===== src/rtl/booth_csa_mul_pkg.sv =====
// Shared definitions for the iterative radix-4 Booth multiplier:
// FSM state codes, Booth digit codes and the digit-count helper.
package booth_csa_mul_pkg;

   typedef enum logic [1:0] {
      IDLE    = 2'd0,
      BUSY    = 2'd1,
      RESOLVE = 2'd2,
      DONE    = 2'd3
   } state_t;

   typedef enum logic [2:0] {
      ZERO = 3'd0,
      POS1 = 3'd1,
      POS2 = 3'd2,
      NEG1 = 3'd3,
      NEG2 = 3'd4
   } digit_t;

   function automatic int DigitCount(input int dataWidth);
      return (dataWidth + 2) / 2;
   endfunction

   // Window is {b[2i+1], b[2i], b[2i-1]}.
   function automatic digit_t DecodeDigit(input logic [2:0] window);
      digit_t digit;
      case (window)
         3'b001, 3'b010: digit = POS1;
         3'b011:         digit = POS2;
         3'b100:         digit = NEG2;
         3'b101, 3'b110: digit = NEG1;
         default:        digit = ZERO;
      endcase
      return digit;
   endfunction

endpackage


===== src/rtl/booth_csa_mul_csa.sv =====
// 3:2 carry-save adder: compresses three vectors into a sum and a carry
// vector whose modular sum equals the sum of the inputs.
module CasAdder3_2 #(
   parameter int DataWidth = 128
) (
   input  logic [DataWidth-1:0] InA,
   input  logic [DataWidth-1:0] InB,
   input  logic [DataWidth-1:0] InC,
   output logic [DataWidth-1:0] Sum,
   output logic [DataWidth-1:0] Carry
);

   logic [DataWidth-1:0] majority;

   assign Sum      = InA ^ InB ^ InC;
   assign majority = (InA & InB) | (InA & InC) | (InB & InC);
   assign Carry    = majority << 1;

endmodule


===== src/rtl/booth_csa_mul_pp_encoder.sv =====
// Radix-4 Booth partial-product generator: turns one 3-bit multiplier window
// into digit*A, sign-extended to the full product width and shifted into place.
module booth_pp_encoder
   import booth_csa_mul_pkg::*;
#(
   parameter int DataWidth  = 64,
   parameter int IndexWidth = 6
) (
   input  logic [2:0]             Window,
   input  logic [DataWidth+1:0]   AExt,
   input  logic [IndexWidth-1:0]  Index,
   output logic [2*DataWidth-1:0] Pp
);

   localparam int ExtWidth  = DataWidth + 2;
   localparam int ProdWidth = 2 * DataWidth;

   digit_t               digit;
   logic [ProdWidth-1:0] aWide;
   logic [ProdWidth-1:0] magnitude;
   logic [ProdWidth-1:0] signedPp;

   // Negation is a full two's complement of the widened value, so no
   // separate +1 injection bit is needed downstream.
   always_comb begin
      digit = DecodeDigit(Window);
      aWide = {{(ProdWidth - ExtWidth){AExt[ExtWidth-1]}}, AExt};
      case (digit)
         POS1, NEG1: magnitude = aWide;
         POS2, NEG2: magnitude = aWide << 1;
         default:    magnitude = '0;
      endcase
      signedPp = ((digit == NEG1) || (digit == NEG2)) ? -magnitude : magnitude;
      Pp       = signedPp << {Index, 1'b0};
   end

endmodule


===== src/rtl/booth_csa_mul.sv =====
// Iterative radix-4 Booth multiplier: one partial product per cycle into a
// carry-save accumulator, then a single carry-propagate add for the product.
module booth_csa_mul
   import booth_csa_mul_pkg::*;
#(
   parameter int DataWidth = 64
) (
   input  logic                   Clk,
   input  logic                   Rst,
   input  logic                   Flush,
   input  logic                   InValid,
   output logic                   InReady,
   input  logic [DataWidth-1:0]   Multiplicand,
   input  logic [DataWidth-1:0]   Multiplier,
   input  logic                   SignA,
   input  logic                   SignB,
   output logic                   OutValid,
   input  logic                   OutReady,
   output logic [2*DataWidth-1:0] Product
);

   localparam int ExtWidth  = DataWidth + 2;
   localparam int ProdWidth = 2 * DataWidth;
   localparam int NumDigits = DigitCount(DataWidth);
   localparam int CntWidth  = $clog2(NumDigits);

   state_t               state;
   logic [ExtWidth-1:0]  aExt;
   logic [ExtWidth-1:0]  bExt;
   logic [ProdWidth-1:0] sumReg;
   logic [ProdWidth-1:0] carryReg;
   logic [CntWidth-1:0]  cnt;
   logic [ExtWidth:0]    bWindowSrc;
   logic [2:0]           window;
   logic [ProdWidth-1:0] pp;
   logic [ProdWidth-1:0] csaSum;
   logic [ProdWidth-1:0] csaCarry;
   logic                 lastDigit;

   // The appended zero supplies the implicit b[-1] for the first window.
   assign bWindowSrc = {bExt, 1'b0};
   assign window     = 3'(bWindowSrc >> {cnt, 1'b0});
   assign lastDigit  = (cnt == CntWidth'(NumDigits - 1));

   booth_pp_encoder #(
      .DataWidth (DataWidth),
      .IndexWidth(CntWidth)
   ) ppEncoder (
      .Window(window),
      .AExt  (aExt),
      .Index (cnt),
      .Pp    (pp)
   );

   CasAdder3_2 #(
      .DataWidth(ProdWidth)
   ) csa (
      .InA  (sumReg),
      .InB  (carryReg),
      .InC  (pp),
      .Sum  (csaSum),
      .Carry(csaCarry)
   );

   // Control FSM with registered handshake outputs; Flush outranks any
   // handshake in the same cycle.
   always_ff @(posedge Clk or negedge Rst) begin
      if (!Rst) begin
         state    <= IDLE;
         InReady  <= 1'b1;
         OutValid <= 1'b0;
         Product  <= '0;
         aExt     <= '0;
         bExt     <= '0;
         sumReg   <= '0;
         carryReg <= '0;
         cnt      <= '0;
      end else if (Flush) begin
         state    <= IDLE;
         InReady  <= 1'b1;
         OutValid <= 1'b0;
      end else begin
         case (state)
            IDLE: begin
               if (InValid && InReady) begin
                  aExt     <= {{2{SignA & Multiplicand[DataWidth-1]}}, Multiplicand};
                  bExt     <= {{2{SignB & Multiplier[DataWidth-1]}}, Multiplier};
                  sumReg   <= '0;
                  carryReg <= '0;
                  cnt      <= '0;
                  InReady  <= 1'b0;
                  state    <= BUSY;
               end
            end
            BUSY: begin
               sumReg   <= csaSum;
               carryReg <= csaCarry;
               cnt      <= cnt + CntWidth'(1);
               if (lastDigit) begin
                  state <= RESOLVE;
               end
            end
            RESOLVE: begin
               Product  <= sumReg + carryReg;
               OutValid <= 1'b1;
               state    <= DONE;
            end
            DONE: begin
               if (OutReady) begin
                  OutValid <= 1'b0;
                  InReady  <= 1'b1;
                  state    <= IDLE;
               end
            end
            default: begin
               state <= IDLE;
            end
         endcase
      end
   end

   // Each BUSY step must add exactly one partial product to the redundant pair.
   assert property (@(posedge Clk) disable iff (!Rst)
      (state == BUSY) |-> ((csaSum + csaCarry) == (sumReg + carryReg + pp)));

endmodule


===== config.mk =====
export PLATFORM = sky130hd
export DESIGN_NAME = booth_csa_mul
export DESIGN_NICKNAME = d
export VERILOG_FILES = /design/src/rtl/booth_csa_mul_pkg.sv /design/src/rtl/booth_csa_mul_csa.sv /design/src/rtl/booth_csa_mul_pp_encoder.sv /design/src/rtl/booth_csa_mul.sv
export SDC_FILE = /design/constraint.sdc
export NUM_CORES = 2
export LEC_CHECK = 0
export BUFFER_PORTS_ARGS = -buffer_cell sky130_fd_sc_hd__buf_2
export CAP_MARGIN = 40
export CORE_UTILIZATION = 30
export DETAILED_ROUTE_END_ITERATION = 12
export GPL_TIMING_DRIVEN = 0
export SYNTH_ARGS = -nofsm -noshare
export SYNTH_HDL_FRONTEND = slang
export SYNTH_SLANG_ARGS = --single-unit

===== constraint.sdc =====
create_clock -name Clk -period 26.6 [get_ports Clk]
set_input_delay 0 -clock Clk [delete_from_list [all_inputs] [get_ports Clk]]
set_output_delay 0 -clock Clk [all_outputs]
set_load 0.1 [all_outputs]

==> results <==
- Of the cells placed in the final design, the portion with a size suffix greater than 1 is 0.1362.
- In this run the count of I/O pins placed on the die edge is 265.
- Dividing the detail-routed via count by the number of cells gives 5.685.
- The cell area after synthesis is 0.04119 mm^2.
- The wire length of the first global-routing pass is 266700 um.
- The post-detailed-route count of antenna-violating nets is 0.
- The delay of the slowest critical-path stage is 800 ps.
- The number of slew-limit violations in the final report came to 0.
- The net count of the mapped netlist is 5148.
- For this run, the detailed router's first-pass iteration total came to 6.
- For the worst-skew pair, the clock arrives at the later sink with an insertion delay of 700 ps.
- In the finished design, the share of the clock period the worst path needs comes to 0.5765.
- In this run the standard cell core region covers 0.1358 mm^2.
- The longest clock path from root to sink contains 3 buffers.
- The transition time at the pin with the least slew margin is 1114 ps.
- In this run the vertical extent of the chip is 372.5 um.
- STA classifies the critical path endpoint as a flip-flop.
- The filler cells instantiated in the layout total 14.03k.
- Measured in cells, the most critical reg-to-reg path has a length of 42.
- Routability-driven placement finished with a final weighted congestion of 1.028.
- Compared with the post-synthesis result, the final layout area differs by 18.93%.
- Along the worst hold path, the cell count comes to 3.
- The final hold violation count was 0.
- The relative slew slack is 0.2574.
- The number of enable-type register cells in the synthesized netlist is 0.
- Max-cap violations in this run came to 0.
- The effective utilization at floorplan is 0.3033.
- Synthesis inferred 523 register bits.
- Along the worst path, the maximum fanout reaches 10.
- Clock-pin slew was measured on the worst setup and hold paths at 70 ps.
- Gates resized during post-CTS repair numbered 0.
- The run finished with clean final reports.
- The net total in the final layout is 5674.
- The sequential cell area fraction in the yosys report is 0.3178.
- The element type at the critical path start is a flip-flop.
- Entering global routing, the biggest net connects 117 pins.
- The tightest min-delay check is of the input port to flip-flop type.
- The die covers 0.1388 mm^2.
- Clock tree synthesis found a total of 523 sinks.
- The H-tree generated during clock tree synthesis spans 3 levels.
- The first routing iteration left 4101 violations.
- Among the stages of the critical path, the cell type that occurs most often is sky130_fd_sc_hd__clkbuf_1.
- Setup repair after global routing left no endpoint under its margin.
- The data arrival time of the worst path is 15910 ps.
- By startpoint and endpoint, the worst setup path is classified as flip-flop to flip-flop.
- The distinct cell type count after synthesis is 98.
- The post-CTS repair timing setup buffer count is 0.
- The number of antenna violations at the first check in global routing is 4.
- The root buffer cell chosen for the clock tree is sky130_fd_sc_hd__clkbuf_16.
- The minimum clock period after layout is 15330 ps.
- The total overflow left after global routing is 0.
- The total clock buffers created by CTS is 66.
- The overall track demand over capacity in global routing is 0.2570.
- The aggregate routed wire length is 180800 um.
- The setup-violating endpoint count in the final report is 0.
- The detailed router placed 40.40k vias in this run.
- The setup TNS after final layout is 0 ps.
- The number of port buffers is 263.
- Dividing the detail-routed wire length by the instance count gives 25.44 um.
- The yosys synthesis warning count is 0.
- The share of synthesized flip-flops with an asynchronous set or reset is 1.000.
- The clock arrives with 42.63 ps of skew.
- TritonCTS built the clock tree.
- For this run, the leading register cell type out of synthesis is sky130_fd_sc_hd__dfrtp_1.
- The synthesized netlist cell count is 4748.
- The floorplan has 135 rows.
- The floorplan step set the die width to 372.5 um.
- The detailed placement HPWL is 144200 um.
- After detailed routing, the number of remaining DRC violations is 0.
- The maximum operating frequency is 65.21 MHz.
- The number of global-route vias before repair is 39.09k.
- Data on the critical path is required at its endpoint by 27170 ps.
- In this run the mean area of a mapped cell was 8.675 um^2.
- For this design, the slowest cell found on the critical path is sky130_fd_sc_hd__a21oi_1.
==> metrics by stage <==
| stage | hold slack, ps | std cells | area [um^2] | utilization | setup WS (ps) |
|---|---|---|---|---|---|
| floorplan | -295.6 | 4748 | 41190 | - | 17220 |
| global placement | 232.2 | 6792 | 44730 | 0.3294 | 10930 |
| detailed placement | -16.51 | 6846 | 45310 | 0.3337 | 11930 |
| CTS | 26.01 | 7104 | 48960 | 0.3605 | 11880 |
| global route | 55.24 | 7107 | 48990 | 0.3607 | 11100 |
| finish | 76.52 | 7107 | 48990 | 0.3607 | 11270 |
==> state kept, by name (all words and copies together), names as in the netlist <==
name / cells
InReady: 1
OutValid: 1
Product: 128
aExt: 65
bExt: 65
carryReg: 127
cnt: 6
state: 2
sumReg: 128
==> worst paths after layout <==
kind	to	start	slack, ps
worst min-delay path	aExt[29]$_DFFE_PN0P_	Multiplicand[29]	80
worst max register to register	sumReg[100]$_DFFE_PN0P_	cnt[0]$_DFFE_PN0P_	11270
worst min register to register	Product[93]$_DFFE_PN0P_	Product[93]$_DFFE_PN0P_	470
worst max-delay path	sumReg[100]$_DFFE_PN0P_	cnt[0]$_DFFE_PN0P_	11270
min in group asynchronous	bExt[64]$_DFFE_PN0P_	Rst	440
max in group asynchronous	Product[33]$_DFFE_PN0P_	Rst	24200
==> cell families after synthesis <==
| family | synth area share |
|---|---|
| compound gates | 0.2448 |
| xor+xnor | 0.03594 |
| fa+ha+maj | 0.1036 |
| buf+inv | 0.05893 |
| flops | 0.3178 |
| mux | 0.09317 |
| simple gates | 0.1457 |
==> cells in the mapped netlist (21+ instances only) <==
master / number / area [um^2]
sky130_fd_sc_hd__nand4_1: 45 / 281.5
sky130_fd_sc_hd__or2_2: 32 / 200.2
sky130_fd_sc_hd__mux2i_1: 101 / 1011
sky130_fd_sc_hd__a221oi_1: 22 / 192.7
sky130_fd_sc_hd__a22o_1: 28 / 245.2
sky130_fd_sc_hd__ha_1: 138 / 1727
sky130_fd_sc_hd__a31oi_1: 44 / 275.3
sky130_fd_sc_hd__o31ai_1: 274 / 2057
sky130_fd_sc_hd__a211oi_1: 39 / 292.8
sky130_fd_sc_hd__o21a_1: 32 / 240.2
sky130_fd_sc_hd__o22ai_1: 29 / 181.4
sky130_fd_sc_hd__clkbuf_1: 281 / 1055
sky130_fd_sc_hd__nand3_1: 62 / 310.3
sky130_fd_sc_hd__fa_1: 127 / 2542
sky130_fd_sc_hd__a21oi_1: 260 / 1301
sky130_fd_sc_hd__o21bai_1: 28 / 210.2
sky130_fd_sc_hd__nor4_1: 21 / 131.4
sky130_fd_sc_hd__nor2_1: 238 / 893.4
sky130_fd_sc_hd__a21o_1: 133 / 998.5
sky130_fd_sc_hd__mux4_2: 35 / 788.3
sky130_fd_sc_hd__nor3_1: 68 / 340.3
sky130_fd_sc_hd__a22oi_1: 58 / 435.4
sky130_fd_sc_hd__xor2_1: 79 / 691.9
sky130_fd_sc_hd__nand2_1: 694 / 2605
sky130_fd_sc_hd__and2_1: 34 / 212.7
sky130_fd_sc_hd__o211ai_1: 51 / 382.9
sky130_fd_sc_hd__dfrtp_1: 522 / 13060
sky130_fd_sc_hd__or3_1: 33 / 206.5
sky130_fd_sc_hd__and3_1: 24 / 150.1
sky130_fd_sc_hd__buf_1: 36 / 135.1
sky130_fd_sc_hd__nor2b_1: 23 / 143.9
sky130_fd_sc_hd__o21ai_0: 313 / 1567
sky130_fd_sc_hd__xnor2_1: 90 / 788.3
sky130_fd_sc_hd__mux2_2: 181 / 2038
sky130_fd_sc_hd__inv_1: 292 / 1096
sky130_fd_sc_hd__nand2b_1: 29 / 181.4
==> cells in the final DEF, fill, tap and decap left out, types with 28 or more instances in the layout <==
cell	netlist	routed
sky130_fd_sc_hd__a211oi_1	39	39
sky130_fd_sc_hd__a21o_1	133	133
sky130_fd_sc_hd__a21oi_1	260	260
sky130_fd_sc_hd__a22o_1	28	28
sky130_fd_sc_hd__a22oi_1	58	58
sky130_fd_sc_hd__a31oi_1	44	44
sky130_fd_sc_hd__and2_1	34	34
sky130_fd_sc_hd__buf_1	36	38
sky130_fd_sc_hd__buf_2	14	292
sky130_fd_sc_hd__clkbuf_1	281	298
sky130_fd_sc_hd__clkbuf_16	0	67
sky130_fd_sc_hd__dfrtp_1	522	522
sky130_fd_sc_hd__dlygate4sd3_1	0	138
sky130_fd_sc_hd__fa_1	127	127
sky130_fd_sc_hd__ha_1	138	138
sky130_fd_sc_hd__inv_1	292	292
sky130_fd_sc_hd__mux2_2	181	181
sky130_fd_sc_hd__mux2i_1	101	101
sky130_fd_sc_hd__mux4_2	35	35
sky130_fd_sc_hd__nand2_1	694	694
sky130_fd_sc_hd__nand2b_1	29	29
sky130_fd_sc_hd__nand3_1	62	62
sky130_fd_sc_hd__nand4_1	45	45
sky130_fd_sc_hd__nor2_1	238	238
sky130_fd_sc_hd__nor3_1	68	68
sky130_fd_sc_hd__o211ai_1	51	51
sky130_fd_sc_hd__o21a_1	32	32
sky130_fd_sc_hd__o21ai_0	313	313
sky130_fd_sc_hd__o21bai_1	28	28
sky130_fd_sc_hd__o22ai_1	29	29
sky130_fd_sc_hd__o31ai_1	274	274
sky130_fd_sc_hd__or2_2	32	32
sky130_fd_sc_hd__or3_1	33	33
sky130_fd_sc_hd__xnor2_1	90	90
sky130_fd_sc_hd__xor2_1	79	79
==> critical path: cells and delay by family (launching register included) <==
| kind | cells | cell delay, ps |
|---|---|---|
| buffers and inverters | 18 | 8260 |
| AO/OA/AOI/OAI | 10 | 2840 |
| AND/OR/NAND/NOR | 7 | 1400 |
| adder cells (fa/ha/maj) | 3 | 1170 |
| multiplexers | 4 | 1090 |
| flip-flops | 1 | 380 |
==> area by class of cell <==
cell class / instances / area, um^2 / share of cell area
tap: 1781 / 2228 / 0.04549
multi-input combinational: 3592 / 25670 / 0.5241
sequential: 523 / 13090 / 0.2672
timing repair buffer: 458 / 3323 / 0.06784
clock buffer: 90 / 1823 / 0.03721
clock inverter: 29 / 420.4 / 0.008582
inverter: 296 / 1111 / 0.02268
buffer: 337 / 1316 / 0.02687
antenna: 1 / 2.502 / 0.00005108
==> layer usage <==
metal | vias up | global-route usage | routed length [um]
met5 | - | 0 | 0
met3 | 391 | 0.04076 | 12380
li1 | 18193 | - | -
met1 | 19995 | 0.3406 | 76690
met2 | 1823 | 0.4100 | 82090
met4 | 0 | 0.1170 | 9628
==> timing repair <==
action                     4_1_cts  5_1_grt
hold endpoints to repair       306        0
setup endpoints to repair        0        0
hold buffers                   139        0
Power is not shown: default switching activity piles up to over one toggle a cycle in this logic, so the estimate is an artifact.
